## src/rtl/proc_pkg.sv

```systemverilog
// Shared encodings for the 16-bit, 4-register multi-cycle processor:
// opcodes, ALU functions, controller states and datapath mux selects.
`timescale 1ns/1ps
package proc_pkg;

  localparam logic [2:0] OP_ALU   = 3'b000;
  localparam logic [2:0] OP_ADDI  = 3'b001;
  localparam logic [2:0] OP_LOAD  = 3'b100;
  localparam logic [2:0] OP_STORE = 3'b101;
  localparam logic [2:0] OP_BEQZ  = 3'b110;
  localparam logic [2:0] OP_HALT  = 3'b111;

  localparam logic [2:0] ALU_ADD = 3'b000;
  localparam logic [2:0] ALU_SUB = 3'b001;
  localparam logic [2:0] ALU_AND = 3'b010;
  localparam logic [2:0] ALU_OR  = 3'b011;
  localparam logic [2:0] ALU_XOR = 3'b100;
  localparam logic [2:0] ALU_SLT = 3'b101;

  localparam logic PC_SRC_INC   = 1'b0;
  localparam logic PC_SRC_ALU   = 1'b1;
  localparam logic WB_SEL_ALU   = 1'b0;
  localparam logic WB_SEL_MEM   = 1'b1;
  localparam logic ADDR_SEL_PC  = 1'b0;
  localparam logic ADDR_SEL_ALU = 1'b1;

  typedef enum logic [3:0] {
    FETCH  = 4'd0,
    DECODE = 4'd1,
    EXEC_R = 4'd2,
    EXEC_I = 4'd3,
    ADDR   = 4'd4,
    MEM_RD = 4'd5,
    MEM_WR = 4'd6,
    WB_ALU = 4'd7,
    WB_MEM = 4'd8,
    BRANCH = 4'd9,
    HALT   = 4'd10
  } state_t;

endpackage

```

## src/rtl/ctrl_outdecode.sv

```systemverilog
// Combinational strobe decode: Moore outputs of the controller state, with
// ir_we/pc_we/ready qualified by mem_ready or cond_zero, all forced low in reset.
`timescale 1ns/1ps
module ctrl_outdecode
  import proc_pkg::*;
(
  input  logic       i_rst,
  input  logic [3:0] i_state,
  input  logic [2:0] i_funct,
  input  logic       i_mem_ready,
  input  logic       i_cond_zero,
  output logic       o_mem_read,
  output logic       o_mem_write,
  output logic       o_addr_sel,
  output logic       o_ir_we,
  output logic       o_pc_we,
  output logic       o_pc_src,
  output logic       o_rf_we,
  output logic       o_wb_sel,
  output logic       o_alu_srcb,
  output logic       o_alu_srca,
  output logic [2:0] o_alu_op,
  output logic       o_ready
);

  state_t w_state;
  assign w_state = state_t'(i_state);

  always_comb begin
    o_mem_read  = 1'b0;
    o_mem_write = 1'b0;
    o_addr_sel  = ADDR_SEL_PC;
    o_ir_we     = 1'b0;
    o_pc_we     = 1'b0;
    o_pc_src    = PC_SRC_INC;
    o_rf_we     = 1'b0;
    o_wb_sel    = WB_SEL_ALU;
    o_alu_srcb  = 1'b0;
    o_alu_srca  = 1'b0;
    o_alu_op    = ALU_ADD;
    o_ready     = 1'b0;
    // Reset aborts whatever instruction is in flight, so nothing may commit.
    if (!i_rst) begin
      case (w_state)
        FETCH: begin
          o_mem_read = 1'b1;
          o_ir_we    = i_mem_ready;
          o_pc_we    = i_mem_ready;
        end
        EXEC_R: o_alu_op = i_funct;
        EXEC_I: o_alu_srcb = 1'b1;
        ADDR:   o_alu_srcb = 1'b1;
        MEM_RD: begin
          o_mem_read = 1'b1;
          o_addr_sel = ADDR_SEL_ALU;
        end
        MEM_WR: begin
          o_mem_write = 1'b1;
          o_addr_sel  = ADDR_SEL_ALU;
          o_ready     = i_mem_ready;
        end
        WB_ALU: begin
          o_rf_we = 1'b1;
          o_ready = 1'b1;
        end
        WB_MEM: begin
          o_rf_we  = 1'b1;
          o_wb_sel = WB_SEL_MEM;
          o_ready  = 1'b1;
        end
        // PC already holds PC+1 here, so PC + imm9 is the branch target.
        BRANCH: begin
          o_alu_srca = 1'b1;
          o_alu_srcb = 1'b1;
          o_pc_we    = i_cond_zero;
          o_pc_src   = PC_SRC_ALU;
          o_ready    = 1'b1;
        end
        default: ;
      endcase
    end
  end

endmodule

```

## src/rtl/multicycle_ctrl.sv

```systemverilog
// Multi-cycle control unit: state register, next-state sequencing through
// fetch/decode/execute/memory/writeback, and the sticky halted/illegal flags.
`timescale 1ns/1ps
module multicycle_ctrl
  import proc_pkg::*;
(
  input  logic       clk,
  input  logic       rst,
  input  logic [2:0] opcode,
  input  logic [2:0] funct,
  input  logic       mem_ready,
  input  logic       cond_zero,
  output logic       mem_read,
  output logic       mem_write,
  output logic       addr_sel,
  output logic       ir_we,
  output logic       pc_we,
  output logic       pc_src,
  output logic       rf_we,
  output logic       wb_sel,
  output logic       alu_srcb,
  output logic       alu_srca,
  output logic [2:0] alu_op,
  output logic       ready,
  output logic       halted,
  output logic       illegal,
  output logic [3:0] state
);

  state_t r_state;
  state_t w_next;
  logic   r_halted;
  logic   r_illegal;
  logic   w_set_halted;
  logic   w_set_illegal;

  always_ff @(posedge clk) begin
    if (rst) begin
      r_state   <= FETCH;
      r_halted  <= 1'b0;
      r_illegal <= 1'b0;
    end else begin
      r_state <= w_next;
      if (w_set_halted)  r_halted  <= 1'b1;
      if (w_set_illegal) r_illegal <= 1'b1;
    end
  end

  always_comb begin
    w_next        = r_state;
    w_set_halted  = 1'b0;
    w_set_illegal = 1'b0;
    case (r_state)
      FETCH:  if (mem_ready) w_next = DECODE;
      DECODE: begin
        case (opcode)
          OP_ALU:            w_next = EXEC_R;
          OP_ADDI:           w_next = EXEC_I;
          OP_LOAD, OP_STORE: w_next = ADDR;
          OP_BEQZ:           w_next = BRANCH;
          OP_HALT: begin
            w_next       = HALT;
            w_set_halted = 1'b1;
          end
          default: begin
            w_next        = HALT;
            w_set_illegal = 1'b1;
          end
        endcase
      end
      EXEC_R, EXEC_I: w_next = WB_ALU;
      ADDR:   w_next = (opcode == OP_STORE) ? MEM_WR : MEM_RD;
      MEM_RD: if (mem_ready) w_next = WB_MEM;
      MEM_WR: if (mem_ready) w_next = FETCH;
      WB_ALU, WB_MEM, BRANCH: w_next = FETCH;
      HALT:   w_next = HALT;
      default: w_next = FETCH;
    endcase
  end

  // Flags read as clear from the first reset cycle, not one cycle later.
  assign halted  = r_halted & ~rst;
  assign illegal = r_illegal & ~rst;
  assign state   = r_state;

  ctrl_outdecode u_outdecode (
    .i_rst       (rst),
    .i_state     (r_state),
    .i_funct     (funct),
    .i_mem_ready (mem_ready),
    .i_cond_zero (cond_zero),
    .o_mem_read  (mem_read),
    .o_mem_write (mem_write),
    .o_addr_sel  (addr_sel),
    .o_ir_we     (ir_we),
    .o_pc_we     (pc_we),
    .o_pc_src    (pc_src),
    .o_rf_we     (rf_we),
    .o_wb_sel    (wb_sel),
    .o_alu_srcb  (alu_srcb),
    .o_alu_srca  (alu_srca),
    .o_alu_op    (alu_op),
    .o_ready     (ready)
  );

endmodule
```

## config.mk

```make
export PLATFORM = sky130hd
export DESIGN_NAME = multicycle_ctrl
export DESIGN_NICKNAME = d
export VERILOG_FILES = /design/src/rtl/proc_pkg.sv /design/src/rtl/ctrl_outdecode.sv /design/src/rtl/multicycle_ctrl.sv
export SDC_FILE = /design/constraint.sdc
export NUM_CORES = 1
export LEC_CHECK = 0
export ABC_AREA = 0
export BUFFER_PORTS_ARGS = -buffer_cell sky130_fd_sc_hd__buf_2
export CORE_MARGIN = 5
export CORE_UTILIZATION = 41
export CTS_CLUSTER_DIAMETER = 40
export DETAILED_ROUTE_END_ITERATION = 16
export PLACE_DENSITY = 0.83
export SYNTH_ARGS = -nofsm -noshare
export SYNTH_HDL_FRONTEND = slang
export SYNTH_HIERARCHICAL = 1
export SYNTH_SLANG_ARGS = --single-unit
```

## constraint.sdc

```tcl
create_clock -name clk -period 1.5 [get_ports clk]
set_input_delay 0.3 -clock clk [delete_from_list [all_inputs] [get_ports clk]]
set_output_delay 0.3 -clock clk [all_outputs]
set_load 0.01 [all_outputs]
```

==> run summary, run 1 <==
status - finished with violations
failing checks - setup timing
XOR/XNOR share of the synthesized area - 0.0126
Yosys cell types - 44
Final Util - 0.640
detailed-route via count - 837
starting density of the core - 0.446
vias in the first global route - 710
total power - 1.66 mW
final wirelength - 2040 microns
Final Hold Viols - 0
clock power share - 0.097
Min-Delay Path Class - input pin to flip-flop
hold buffers post-CTS - 0
drt wl/cell - 14.6 microns
# DRC - 0
final period utilization - 1.03
Synth area leaders - dfxtp_1 17%, nor2b_1 5.4%, nor2_1 4.3%, nor3b_1 4.3%, buf_4 3.2%
Worst-Margin Slew - 0.384 ns
post-synthesis adder-cell area fraction - 0.0144
post-synth top area share - 0.173
Warnings, synthesis - 6
row cnt - 14
asr flop ratio synth - 0
Max Slew Vio Count - 0
CTS sink cnt - 6
Synth Area in Compound Gates - 0.241
CTS max path bufs - 2
CTS tree - done
EDFF count, synth - 0
largest family of logic cells by synthesized area - simple AND/OR/NAND/NOR gates
Sw Share - 0.438
PortBufs - 29
relative slew slack - 0.740
gr usage total - 0.160
gpl congestion - 0.826
fin crit period - 1.55 ns
Critical Path Source Type - flip-flop
largest net degree at the start of global routing - 19
Reg clk slew, reported paths - 0.06 ns
P&R area growth vs syn - 43.3%
Clock Tree Root - clkbuf_4
Gate power share - 0.688
syn nets - 98
first-pass GRT wire length - 3200 microns
WS Path Type - flip-flop to output port
core area - 1560 sq um
synthesized flop and latch total - 6
Synth Instances - 88
CP arrival - 1.25 ns
die height - 51.2 microns
RSZ-0062 raised after global routing - yes
layout cells sized above 1 - 0.500
Critical Path End Type - output port
simple-gate share of the synthesized area - 0.451
max cap viols - 0
insertion delay to the later sink of the worst-skew pair - 0.25 ns
switching power - 728 uW
Clock Skews - 0.00666 ns
PwrDens - 1670 nW/um^2
most frequent cells in the layout - 29 x buf_2, 10 x buf_4, 8 x nor2_1
antenna cell count - 0
Remaining Overflow, GRT - 0
IO Pins - 30
initial drt markers - 23
initial antenna violation count - 0
hpwl dp - 1490 microns
vias per cell - 5.98
ys flop type - dfxtp_1
VDD IR max - 815 uV
H-tree depth - 1
Internal - 934 uW
Post-Synthesis Cell Area - 696 sq um
static leakage - 0.461 nW
dominant cell type by area after synthesis - dfxtp_1
PnR worst setup slack - -0.0481 ns
post-synthesis mux area share - 0
CTS buffer count - 3
share of the yosys chip area belonging to registers - 0.173
Post-Syn Area per Cell - 7.91 sq um
final setup vio count - 6
Die Area - 2620 sq um
Max Fclk - 646 MHz
CP Data Required Time - 1.20 ns
1st-pass router iterations - 4
Post-DRT Antenna Nets - 0
Final #Nets - 136
crit path max fanout - 5
Die Wd - 51.2 microns
commonest non-fill, non-tap cell in the layout - buf_2
filler cell count - 145
Seq pwr share - 0.214
-- per-stage QoR --
step	instances	hold slack, ns	cell area, sq um	worst slack (ns)	TNS, ns
finish	140	0.391	997	-0.0481	-0.161
floorplan	88	0.369	697	0.00756	0
global placement	135	0.451	906	0.0383	0
detailed placement	135	0.457	906	-0.00192	-0.00192
CTS	140	0.383	976	-0.0450	-0.187
global route	140	0.386	997	-0.118	-0.886
-- metal layers --
layer / up-vias / global-route usage / part of all wire
li1: 404 / - / -
met1: 382 / 0.184 / 0.44
met2: 45 / 0.279 / 0.45
met3: 6 / 0.0291 / 0.091
met4: 0 / 0.0897 / 0.018
met5: - / 0 / 0
-- cells by family (layout without fill, tap and decap cells) --
family | count (synthesis) | in the layout
AOI/OAI and AO/OA | 23 | 23
xor gates and xnor gates | 1 | 1
adders and majority gates | 1 | 1
buffers and inverters | 12 | 48
DFF | 6 | 6
and+or+nand+nor | 45 | 45
-- power by group through the flow --
stage | registers (mW) | clock network (mW) | logic, mW
detailed placement | 0.345 | 0 | 1.02
global route | 0.369 | 0.178 | 1.23
floorplan | 0.294 | 0 | 0.731
CTS | 0.350 | 0.165 | 1.11
global placement | 0.337 | 0 | 0.993
finish | 0.356 | 0.162 | 1.14
-- area by class of cell --
class / count / area, sq um / share of cell area
Clock buffer: 3 / 22.5 / 0.0226
Inverter: 3 / 11.3 / 0.0113
Multi-Input combinational cell: 70 / 537 / 0.538
Sequential cell: 6 / 135 / 0.136
Tap cell: 16 / 20.0 / 0.0201
Timing Repair Buffer: 42 / 272 / 0.272
-- registers in the layout, indices dropped and copies added (netlist names) --
| signal | cells |
|---|---|
| r_halted | 1 |
| r_illegal | 1 |
| state | 4 |
-- path summary, 6_finish.rpt --
check                  from   endpoint  slack, ns  cells past startpoint
hold reg to reg   r_illegal  r_illegal       0.47                      2
setup reg to reg   state[0]   state[3]       0.11                      4
setup / recovery   state[0]      pc_we      -0.05                      4
hold / removal    opcode[0]   state[1]       0.39                      3
-- worst max-delay path: stages (launching register included) --
cell,delay (ns)
dfxtp_4,0.38
nor2b_4,0.17
nor3b_4,0.20
a21o_1,0.13
buf_2,0.12
-- cells in the mapped netlist (all sizes together) (3+ instances only) --
library cell and n:
nor2 8, nor3b 5, inv 3, buf 8
and3 4, a21oi 4, o211ai 3, nand2 3
nor2b 7, o21ai 3, dfxtp 6, a31oi 3
nand2b 4
-- what timing repair did --
action / 4_1_cts / 5_1_grt
resized for setup: 11 / 5
setup buffers: 2 / 0
pin swaps: 2 / 1
endpoints found under the setup margin: 15 / 14
Note: power is estimated with default switching activity, not from simulation.
==> run 2, diff against run 1 <==
- CAP_MARGIN: unset -> 20
- CORE_UTILIZATION: 41 -> 40
- PLACE_DENSITY: 0.83 -> 0.82
==> run 2 against run 1 <==
Against the previous run: the flow still finishes with violations (setup timing); setup slack got worse by 0.0090 ns; critical path depth did not move; critical path type unchanged; core utilization fell by 6.0 points; design area fell by 1.9%; highest routed layer is now met3; non-clock buffer count rose by 2; die area rose by 2.0%.
==> run summary, run 2 (same netlist as run 1, synthesis figures left out) <==
CTS sink cnt - 6 (unchanged)
drt wl/cell - 14.4 microns (-0.90%)
Remaining Overflow, GRT - 0 (unchanged)
initial drt markers - 15 (-35%)
Final Util - 0.579 (-0.0604)
hold buffers post-CTS - 0 (unchanged)
Max Slew Vio Count - 0 (unchanged)
layout cells sized above 1 - 0.500 (unchanged)
vias in the first global route - 699 (-1.5%)
max reg flops - 4 (unchanged)
H-tree depth - 1 (unchanged)
Critical Path Source Type - flip-flop
PortBufs - 29 (unchanged)
Post-DRT Antenna Nets - 0 (unchanged)
detailed-route via count - 803 (-4.1%)
setup_tns - -0.143 ns (+0.0177 ns)
Critical Path End Type - output port
P&R area growth vs syn - 40.6%
post-placement cell count - 139 (+3.0%)
Min-Delay Path Class - input pin to flip-flop
Worst-Margin Slew - 0.401 ns (+0.0163 ns)
clock power share - 0.099 (+0.002)
die height - 51.7 microns (+1.0%)
Sw Share - 0.448 (+0.0101)
Final #Nets - 138 (+1.5%)
failing checks - setup timing
Seq pwr share - 0.215 (about the same)
antenna cell count - 0 (unchanged)
crit path cell chain - and2b_2 -> o21ai_1 -> a21oi_1 -> buf_2
Die Area - 2670 sq um (+2.0%)
relative slew slack - 0.729 (-0.0110)
Final Hold Viols - 0 (unchanged)
buffers and inverters on the worst path - 1 (unchanged)
CTS max path bufs - 2 (unchanged)
Finished Layout Cells - 143 (+2.1%)
commonest non-fill, non-tap cell in the layout - buf_2
most frequent cells in the layout - 29 x buf_2, 15 x buf_4, 8 x nor2_1
# DRC - 0 (unchanged)
Clock Tree Root - clkbuf_4
gr usage total - 0.152 (-0.00795)
status - finished with violations
VDD IR max - 776 uV (-4.8%)
Internal - 885 uW (-5.3%)
fin crit period - 1.56 ns (+0.00898 ns)
first-pass GRT wire length - 3110 microns (-3.0%)
r2r setup slk - 0.08 ns (-0.03 ns)
final period utilization - 1.04 (+0.00599)
Clock Skews - 0.00373 ns (-0.00293 ns)
hpwl dp - 1480 microns (-0.70%)
PwrDens - 1640 nW/um^2 (-1.7%)
static leakage - 0.461 nW (about the same)
vias per cell - 5.62 (-6.1%)
delay-heaviest family, CP - flip-flops
gpl congestion - 0.801 (-3.0%)
Reg clk slew, reported paths - 0.05 ns (about the same)
largest net degree at the start of global routing - 18 (-1)
Crit-path slowest cell - dfxtp_4
CTS buffer count - 3 (unchanged)
slowest stage delay, CP - 0.43 ns (+0.05 ns)
row cnt - 15 (+1)
final setup vio count - 6 (unchanged)
Max Fclk - 642 MHz (-0.58%)
1st-pass router iterations - 4 (unchanged)
CTS tree - done
final wirelength - 2060 microns (+1.2%)
core area - 1690 sq um (+8.3%)
initial antenna violation count - 0 (unchanged)
CP arrival - 1.26 ns (about the same)
Die Wd - 51.7 microns (+1.0%)
switching power - 718 uW (-1.4%)
starting density of the core - 0.412 (-0.0344)
Gate power share - 0.687 (about the same)
RSZ-0062 raised after global routing - yes
CP Data Required Time - 1.20 ns (about the same)
max cap viols - 0 (unchanged)
insertion delay to the later sink of the worst-skew pair - 0.25 ns (about the same)
crit path max fanout - 9 (+4)
IO Pins - 30 (unchanged)
WS Path Type - flip-flop to output port
PnR worst setup slack - -0.0571 ns (-0.00898 ns)
[run 2: changes by cell type in the layout (fill, tap and decap cells not counted), sizes merged]
cell / delta
buf: +2
[run 2: power by group through the flow]
| stage | sequential (mW) | combinational (mW) | clock, mW |
|---|---|---|---|
| 2_1_floorplan | 0.294 | 0.731 | 0 |
| 3_3_place_gp | 0.322 | 0.984 | 0 |
| 3_5_place_dp | 0.328 | 1.02 | 0 |
| 4_1_cts | 0.335 | 1.08 | 0.159 |
| 5_1_grt | 0.360 | 1.19 | 0.173 |
| 6_report | 0.344 | 1.10 | 0.158 |
[run 2: area by class of cell]
| type | count | area [sq um] |
|---|---|---|
| Timing Repair Buffer | 44 | 258 |
| Multi-Input combinational cell | 70 | 531 |
| Inverter | 3 | 11.3 |
| Clock buffer | 3 | 22.5 |
| Tap cell | 17 | 21.3 |
| Sequential cell | 6 | 135 |
| Fill cell | 153 | 711 |
[run 2: final timing paths]
kind              startpoint  endpoint  cells past startpoint
hold reg to reg     r_halted  r_halted                      2
hold / removal     opcode[0]  state[1]                      3
setup reg to reg    state[0]  state[0]                      5
setup / recovery    state[3]  alu_srcb                      4
[run 2: metrics by stage]
step | area (sq um) | hold slack [ns] | worst slack, ns | power, mW
4_1_cts | 961 | 0.377 | -0.0442 | 1.57
3_5_place_dp | 905 | 0.462 | -0.00103 | 1.34
2_1_floorplan | 697 | 0.369 | 0.00756 | 1.03
5_1_grt | 978 | 0.381 | -0.124 | 1.73
6_report | 978 | 0.380 | -0.0571 | 1.60
3_3_place_gp | 905 | 0.448 | 0.0657 | 1.31
[run 2: metal layers]
metal | wire length (microns) | track usage
met1 | 914 | 0.172
met2 | 956 | 0.267
met3 | 193 | 0.0487
met4 | 0 | 0.0524
met5 | 0 | 0
[run 2: worst min-delay path, stage by stage]
cell and delay, ns:
buf_2 0.13, o211ai_1 0.08, a31oi_1 0.08
[run 2: what timing repair did]
item,in CTS,in global routing
gates resized for setup,10,4
pin swaps,1,1
endpoints found under the setup margin,15,11
setup buffers,1,0
